--- config.mk ---
export PLATFORM = sky130hd
export DESIGN_NAME = uart_tx
export DESIGN_NICKNAME = d
export VERILOG_FILES = /design/src/rtl/uart_tx.sv
export SDC_FILE = /design/constraint.sdc
export NUM_CORES = 1
export LEC_CHECK = 0
export CAP_MARGIN = 30
export CORE_MARGIN = 2
export CORE_UTILIZATION = 57
export DETAILED_ROUTE_END_ITERATION = 10
export HOLD_SLACK_MARGIN = 0.08
export PLACE_DENSITY_LB_ADDON = 0.25
export SYNTH_ARGS = -nofsm -noshare
export SYNTH_HDL_FRONTEND = slang
export SYNTH_SLANG_ARGS = --single-unit
--- constraint.sdc ---
create_clock -name clk -period 4.6 [get_ports clk]
set_clock_uncertainty 0.1 [all_clocks]
set_input_delay 1.38 -clock clk [delete_from_list [all_inputs] [get_ports clk]]
set_output_delay 1.38 -clock clk [all_outputs]
set_load 0.005 [all_outputs]
--- src/rtl/uart_tx.sv ---
// uart_tx: 8N1 / 8E1 / 8O1 asynchronous serial transmitter.
// One byte per request: start bit, 8 data bits LSB first, optional parity bit, one stop bit.
// Each bit lasts PRESCALE clock cycles. tx_out and busy are registered outputs.
// Build option: define UART_TX_PARITY_EN to compile in the PARITY state and parity logic;
// without it par_en/par_typ are ignored and every frame is 10 bit-times long.
module uart_tx #(
    parameter int unsigned PRESCALE = 16
) (
    input  logic       clk,
    input  logic       rst,
    input  logic [7:0] p_data,
    input  logic       data_valid,
    input  logic       par_en,
    input  logic       par_typ,
    output logic       tx_out,
    output logic       busy
);

    // Last cycle index within one serial bit.
    localparam logic [7:0] CntMax = 8'(PRESCALE - 1);

    typedef enum logic [2:0] {
        StIdle   = 3'd0,
        StStart  = 3'd1,
        StData   = 3'd2,
`ifdef UART_TX_PARITY_EN
        StParity = 3'd3,
`endif
        StStop   = 3'd4
    } state_e;

    state_e     state_q, state_d;
    logic [7:0] cnt_q, cnt_d;
    logic [2:0] idx_q, idx_d;
    logic [7:0] data_q, data_d;
    logic       tx_q, tx_d;
    logic       busy_q, busy_d;

    logic       bit_done;
    logic       accept;
    logic       par_bit;

    assign bit_done = (cnt_q == CntMax);
    assign accept   = (state_q == StIdle) && data_valid;

`ifdef UART_TX_PARITY_EN
    logic par_en_q, par_en_d;
    logic par_q, par_d;

    // Capture the frame's parity settings and bit on acceptance; hold them for the frame.
    always_comb begin
        par_en_d = par_en_q;
        par_d    = par_q;
        if (accept) begin
            par_en_d = par_en;
            // Even parity bit is the XOR of the byte; odd parity inverts it.
            par_d    = (^p_data) ^ par_typ;
        end
    end

    // Parity registers, cleared by reset.
    always_ff @(posedge clk) begin
        if (!rst) begin
            par_en_q <= 1'b0;
            par_q    <= 1'b0;
        end else begin
            par_en_q <= par_en_d;
            par_q    <= par_d;
        end
    end

    assign par_bit = par_d;
`else
    // Parity inputs have no function in this build.
    logic unused_par_inputs;
    assign unused_par_inputs = par_en ^ par_typ;
    assign par_bit           = 1'b1;
`endif

    // State register.
    always_ff @(posedge clk) begin
        if (!rst) begin
            state_q <= StIdle;
        end else begin
            state_q <= state_d;
        end
    end

    // Next-state logic: every non-idle state lasts whole bit-times.
    always_comb begin
        state_d = state_q;
        case (state_q)
            StIdle: begin
                if (data_valid) begin
                    state_d = StStart;
                end
            end
            StStart: begin
                if (bit_done) begin
                    state_d = StData;
                end
            end
            StData: begin
                if (bit_done && (idx_q == 3'd7)) begin
`ifdef UART_TX_PARITY_EN
                    state_d = par_en_q ? StParity : StStop;
`else
                    state_d = StStop;
`endif
                end
            end
`ifdef UART_TX_PARITY_EN
            StParity: begin
                if (bit_done) begin
                    state_d = StStop;
                end
            end
`endif
            StStop: begin
                if (bit_done) begin
                    state_d = StIdle;
                end
            end
            default: begin
                state_d = StIdle;
            end
        endcase
    end

    // Bit timing and data capture: counter restarts on every bit boundary or state change.
    always_comb begin
        cnt_d  = cnt_q + 8'd1;
        idx_d  = idx_q;
        data_d = data_q;

        if (bit_done || (state_q == StIdle) || (state_d != state_q)) begin
            cnt_d = 8'd0;
        end

        if (state_q == StIdle) begin
            idx_d = 3'd0;
        end else if ((state_q == StData) && bit_done) begin
            // Wraps to 0 after bit 7, which leaves it clean for the next frame.
            idx_d = idx_q + 3'd1;
        end

        if (accept) begin
            data_d = p_data;
        end
    end

    // Output logic: decode the line level for the upcoming cycle so the outputs can be
    // registered and still change in the same cycle as the state.
    always_comb begin
        tx_d   = 1'b1;
        busy_d = (state_d != StIdle);
        case (state_d)
            StIdle:   tx_d = 1'b1;
            StStart:  tx_d = 1'b0;
            StData:   tx_d = data_d[idx_d];
`ifdef UART_TX_PARITY_EN
            StParity: tx_d = par_bit;
`endif
            StStop:   tx_d = 1'b1;
            default:  tx_d = 1'b1;
        endcase
    end

`ifndef UART_TX_PARITY_EN
    // Keeps the no-parity build free of a dangling net.
    logic unused_par_bit;
    assign unused_par_bit = par_bit;
`endif

    // Datapath and output registers; reset forces the line high and clears everything.
    always_ff @(posedge clk) begin
        if (!rst) begin
            cnt_q  <= 8'd0;
            idx_q  <= 3'd0;
            data_q <= 8'd0;
            tx_q   <= 1'b1;
            busy_q <= 1'b0;
        end else begin
            cnt_q  <= cnt_d;
            idx_q  <= idx_d;
            data_q <= data_d;
            tx_q   <= tx_d;
            busy_q <= busy_d;
        end
    end

    assign tx_out = tx_q;
    assign busy   = busy_q;

endmodule

==> impl_metrics.env, run 1 <==
export IMPL_post_cts_resize_count=0
export IMPL_drive_gt1_share_pct=8.27
export IMPL_fillers=165
export IMPL_hold_viol=0
export IMPL_cap_violations=0
export IMPL_area_growth_pct=13.1
export IMPL_coreArea_um2=1940
export IMPL_crit_type="in -> reg"
export IMPL_grt_use_total_pct=19.9
export IMPL_htreeDepth=1
export IMPL_dp_hpwl_mm=1.47
export IMPL_path_clk_slew_ns=0.12
export IMPL_yosysTopAreaCellShare_pct=41.6
export IMPL_switching_share_pct=21.7
export IMPL_stdcell_area_um2=1310
export IMPL_synth_area_leaders="dfxtp_1 42%, nor2_1 8.1%, mux2i_1 6.1%"
export IMPL_syn_inst=124
export IMPL_io_pins=15
export IMPL_critPathArrivalTime_ns=3.39
export IMPL_placed_area_um2=1270
export IMPL_insertedDiodeCount=0
export IMPL_io_buffer_count=12
export IMPL_synth_common_cells="25 x nor2_1, 24 x dfxtp_1, 7 x mux2i_1, 5 x nand3_1"
export IMPL_worst_slew_pin_transition_ns=0.664
export IMPL_cts_sinks=24
export IMPL_min_path_type="reg -> reg"
export IMPL_fin_crit_ns=3.27
export IMPL_post_drt_wl_per_cell_um=12.8
export IMPL_syn_avg_cell_area_um2=9.30
export IMPL_max_freq_mhz=306
export IMPL_viasPerCell=5.54
export IMPL_utilization_pct=67.2
export IMPL_ctsLongestPathBuffers=2
export IMPL_drt_first_pass_iters=4
export IMPL_rsz0062_at_grt="false"
export IMPL_switching_power_uw=78.3
export IMPL_yosys_warnings=0
export IMPL_critPathMaxFanout=8
export IMPL_antenna_found_initial=0
export IMPL_synthFlopType="dfxtp_1"
export IMPL_synth_seq_area_share_pct=41.6
export IMPL_dpl_worst_slack_ns=0.999
export IMPL_initial_utilization_pct=59.4
export IMPL_detail_route_antenna_nets=0
export IMPL_critical_path_required_ns=4.72
export IMPL_final_setup_viol_count=0
export IMPL_nets=150
export IMPL_yosysMostFrequentCell="nor2_1"
export IMPL_end_kind="register"
export IMPL_cts_setup_buffers=0
export IMPL_die_y_um=49.0
export IMPL_setup_ws_ns=1.33
export IMPL_power_density_nw_per_um2=277
export IMPL_synth_nets=140
export IMPL_insertion_delay_ns=0.31
export IMPL_die_area_um2=2400
export IMPL_seqPwrFrac_pct=60.6
export IMPL_netlist_area_um2=1150
export IMPL_max_vdd_ir_drop_mv=0.223
export IMPL_cts_tree="done"
export IMPL_timing_setup_tns_ns=0
export IMPL_grt_pass1_wl_mm=3.72
export IMPL_async_flop_share_pct=0
export IMPL_numCtsBuffers=3
export IMPL_grt_ovfl_total=0
export IMPL_slew_headroom_pct=55.7
export IMPL_routed_wl_mm=2.05
export IMPL_hold_buffers=0
export IMPL_drt_initial_drc_count=33
export IMPL_slew_violations=0
export IMPL_regToRegSetupSlack_ns=2.07
export IMPL_synth_largest_area_cell="dfxtp_1"
export IMPL_synth_edf_count=0
export IMPL_startpoint_type="primary input"
export IMPL_leakagePower_nw=0.523
export IMPL_grt_start_max_net_pins=14
export IMPL_num_rows=16
export IMPL_vias=887
export IMPL_share_comb_of_total_power_pct=9.3
export IMPL_grt_pass1_vias=857
export IMPL_drc=0
export IMPL_ys_types=39
export IMPL_p_clk_share_pct=30.2
export IMPL_ys_ff_latch=24
export IMPL_root_buffer="clkbuf_4"
export IMPL_totalPowerFinal_uw=361
export IMPL_status="finished clean"
export IMPL_die_w_um=49.0
export IMPL_fin_crit_sh_pct=71.1
export IMPL_internal_power_uw=283
export IMPL_gp_routability_congestion=0.861
[worst max-delay path: stages]
cell	delay [ns]
clkdlybuf4s50_1	0.47
and3_1	0.44
mux2_1	0.38
mux2_4	0.26
a211o_1	0.25
a31o_1	0.20
[cell type report]
type                    instances  area [um^2]  area share (%)
inverters                       3         11.3           0.863
flip-flops and latches         24          480            36.8
multi-input cells              90          623            47.7
repair buffers                 12          120            9.20
clock buffers                   4         36.3            2.78
well taps                      27         33.8            2.59
[registers in the layout (all words and copies together), names as in the netlist]
register and cells:
state_q 3, busy 1, tx_out 1, cnt_q 8, data_q 8, idx_q 3
[power groups by stage]
stage / logic [mW] / clock network [mW] / registers [mW]
floorplan: 0.0208 / 0 / 0.221
global placement: 0.0331 / 0 / 0.223
detailed placement: 0.0336 / 0 / 0.223
CTS: 0.0340 / 0.114 / 0.219
global route: 0.0379 / 0.121 / 0.220
finish: 0.0335 / 0.109 / 0.219
[stage by stage]
step | hold WS (ns) | std cells
after floorplan | 0.318 | 124
after global placement | 0.329 | 156
after detailed placement | 0.340 | 156
after CTS | 0.358 | 160
after global routing | 0.410 | 160
final | 0.353 | 160
[cell families after synthesis]
| kind of cell | after synthesis | share of synthesized area, % |
|---|---|---|
| XOR/XNOR | 7 | 5.31 |
| flip-flops | 24 | 41.6 |
| AO/OA/AOI/OAI | 21 | 13.9 |
| AND/OR/NAND/NOR | 49 | 22.2 |
| buffers and inverters | 10 | 4.34 |
| multiplexers | 10 | 9.33 |
| adder cells (fa/ha/maj) | 3 | 3.25 |
[cell usage in the layout (no fill, tap or decap), drive strengths merged]
master / netlist / layout
nand4: 1 / 1
nand3b: 1 / 1
nand4b: 1 / 1
a21oi: 3 / 3
dfxtp: 24 / 24
or4: 1 / 1
a211oi: 1 / 1
o2111ai: 1 / 1
o211ai: 2 / 2
nor2b: 3 / 3
and3: 4 / 4
nand2: 3 / 3
xor2: 4 / 4
mux2i: 7 / 7
xnor2: 3 / 3
clkbuf: 2 / 4
nor4: 1 / 1
clkdlybuf4s50: 0 / 12
ha: 3 / 3
a211o: 2 / 2
a2111o: 1 / 1
o21ai: 3 / 3
a311o: 1 / 1
nor2: 25 / 25
a31oi: 3 / 3
a31o: 1 / 1
a22o: 1 / 1
nor3: 1 / 1
mux2: 3 / 3
inv: 3 / 3
nand3: 5 / 5
and2: 3 / 3
a311oi: 2 / 2
[worst paths after layout]
kind / from / end / cells after the start
worst max register to register: state_q[2]$_SDFF_PN0_ / tx_out$_SDFF_PN1_ / 6
worst min register to register: cnt_q[0]$_SDFF_PP0_ / cnt_q[0]$_SDFF_PP0_ / 1
worst min-delay path: cnt_q[0]$_SDFF_PP0_ / cnt_q[0]$_SDFF_PP0_ / 1
worst max-delay path: data_valid / tx_out$_SDFF_PN1_ / 6
[metal layers]
metal | vias to the layer above | global-route usage, % | part of all wire, %
li1 | 458 | - | -
met1 | 405 | 25.9 | 49
met2 | 20 | 32.6 | 46
met3 | 4 | 4.91 | 4.1
met4 | 0 | 5.71 | 1.3
met5 | - | 0 | 0
Power figures use the tool's default switching activity.
==> run 2, diff against run 1 <==
--- a/config.mk
+++ b/config.mk
@@ -7,7 +7,7 @@
 export LEC_CHECK = 0
 export CAP_MARGIN = 30
 export CORE_MARGIN = 2
-export CORE_UTILIZATION = 57
+export CORE_UTILIZATION = 53
 export DETAILED_ROUTE_END_ITERATION = 10
 export HOLD_SLACK_MARGIN = 0.08
 export PLACE_DENSITY_LB_ADDON = 0.25
==> constraint.sdc (replaced) <==
create_clock -name clk -period 3.05 [get_ports clk]
set_clock_uncertainty 0.1 [all_clocks]
set_input_delay 0.915 -clock clk [delete_from_list [all_inputs] [get_ports clk]]
set_output_delay 0.915 -clock clk [all_outputs]
set_load 0.005 [all_outputs]
==> run 2 against run 1 <==
Register-to-register slack lost 1.5 ns. First-iteration DRC count shrank 24%. Worst hold slack gained 0.0068 ns. Combinational power grew 54%. Die area grew 6.9%. Final cell count grew 0.63%. Clock power grew 110%. Critical endpoint unchanged.
==> impl_metrics.env, run 2 (synthesis results as in run 1) <==
export IMPL_drt_first_pass_iters=4
export IMPL_worst_slew_pin_transition_ns=0.642
export IMPL_numCtsBuffers=3
export IMPL_grt_ovfl_total=0
export IMPL_cts_tree="done"
export IMPL_end_kind="register"
export IMPL_area_growth_pct=15.2
export IMPL_htreeDepth=1
export IMPL_critical_path_required_ns=3.19
export IMPL_antenna_found_initial=0
export IMPL_drc=0
export IMPL_placed_area_um2=1280
export IMPL_dp_hpwl_mm=1.52
export IMPL_drive_gt1_share_pct=8.96
export IMPL_crit_type="in -> reg"
export IMPL_multi_input_area_um2=623
export IMPL_fin_crit_sh_pct=82.7
export IMPL_insertion_delay_ns=0.32
export IMPL_min_path_type="reg -> reg"
export IMPL_critPathArrivalTime_ns=2.66
export IMPL_critPathMaxFanout=2
export IMPL_post_cts_resize_count=0
export IMPL_fin_crit_ns=2.52
export IMPL_final_common_cell="nor2_1"
export IMPL_ctsLongestPathBuffers=2
export IMPL_slew_violations=0
export IMPL_slew_headroom_pct=57.1
export IMPL_vias=896
export IMPL_die_w_um=50.7
export IMPL_max_vdd_ir_drop_mv=0.332
export IMPL_post_drt_wl_per_cell_um=12.6
export IMPL_grt_pass1_vias=858
export IMPL_cts_sinks=24
export IMPL_hold_viol=0
export IMPL_num_rows=16
export IMPL_seq_area_um2=480
export IMPL_grt_use_total_pct=18.9
export IMPL_leakagePower_nw=0.535
export IMPL_path_clk_slew_ns=0.14
export IMPL_viasPerCell=5.57
export IMPL_instances_no_fill=161
export IMPL_detail_route_antenna_nets=0
export IMPL_cap_violations=0
export IMPL_grt_pass1_wl_mm=3.68
export IMPL_max_freq_mhz=396
export IMPL_reg_largest_list="cnt_q (8), data_q (8)"
export IMPL_die_y_um=50.7
export IMPL_hold_buffers=0
export IMPL_mostFrequentLayoutCells="25 x nor2_1, 24 x dfxtp_1, 12 x clkdlybuf4s50_1"
export IMPL_io_buffer_count=12
export IMPL_root_buffer="clkbuf_4"
export IMPL_drt_initial_drc_count=25
export IMPL_final_setup_viol_count=0
export IMPL_die_area_um2=2570
export IMPL_timing_setup_tns_ns=0
export IMPL_status="finished clean"
export IMPL_grt_start_max_net_pins=15
export IMPL_startpoint_type="primary input"
export IMPL_rsz0062_at_grt="false"
export IMPL_fillers=168
export IMPL_routed_wl_mm=2.04
export IMPL_place_inst=157
export IMPL_power_density_nw_per_um2=460
export IMPL_stdcell_area_um2=1330
export IMPL_coreArea_um2=2000
export IMPL_cts_setup_buffers=0
export IMPL_nets=151
export IMPL_gp_routability_congestion=0.796
export IMPL_initial_utilization_pct=57.6
export IMPL_insertedDiodeCount=0
export IMPL_io_pins=15
run 2: cell count changes in the layout (fill, tap and decap cells not counted), sizes merged:
cell / delta
bufinv: +1
buf: +1
clkbuf: -1
run 2: metrics by stage:
step	worst slack [ns]	power [mW]	hold slack [ns]	utilization, %
global placement	0.168	0.387	0.329	63.7
CTS	0.526	0.618	0.364	66.4
finish	0.528	0.612	0.360	66.4
detailed placement	0.171	0.389	0.344	63.7
global route	0.492	0.637	0.409	66.4
floorplan	0.564	0.365	0.318	-
run 2: routing by layer:
| layer | part of all wire [%] | vias up | global-route usage [%] |
|---|---|---|---|
| li1 | - | 459 | - |
| met1 | 49 | 415 | 25.3 |
| met2 | 45 | 18 | 29.2 |
| met3 | 4.1 | 4 | 3.57 |
| met4 | 1.9 | 0 | 9.46 |
| met5 | 0 | - | 0 |
run 2: worst paths after layout:
path                                     startpoint             endpoint  slack (ns)  cells past startpoint
worst max-delay path                     data_valid    tx_out$_SDFF_PN1_        0.53                      6
worst min-delay path            cnt_q[0]$_SDFF_PP0_  cnt_q[0]$_SDFF_PP0_        0.36                      1
worst max register to register  cnt_q[4]$_SDFF_PP0_    tx_out$_SDFF_PN1_        0.60                      6
worst min register to register  cnt_q[0]$_SDFF_PP0_  cnt_q[0]$_SDFF_PP0_        0.36                      1
run 2: where the power goes:
part / total [mW] / internal [mW] / switching [mW]
logic: 0.0517 / 0.0306 / 0.0211
registers: 0.330 / 0.324 / 0.00575
clock network: 0.230 / 0.133 / 0.0973
total: 0.612 / 0.488 / 0.124
run 2: final cells by class:
type,count,area share (%)
inverter,3,0.847
sequential,24,36.2
tap,27,2.54
clock inverter,1,2.26
timing repair buffer,13,9.60
multi-input combinational,90,46.9
clock buffer,3,1.69
run 2: worst max-delay path: stages:
cell,delay [ns]
clkdlybuf4s50_1,0.48
and3_1,0.19
mux2_1,0.35
mux2_4,0.26
a211o_1,0.26
a31o_1,0.20
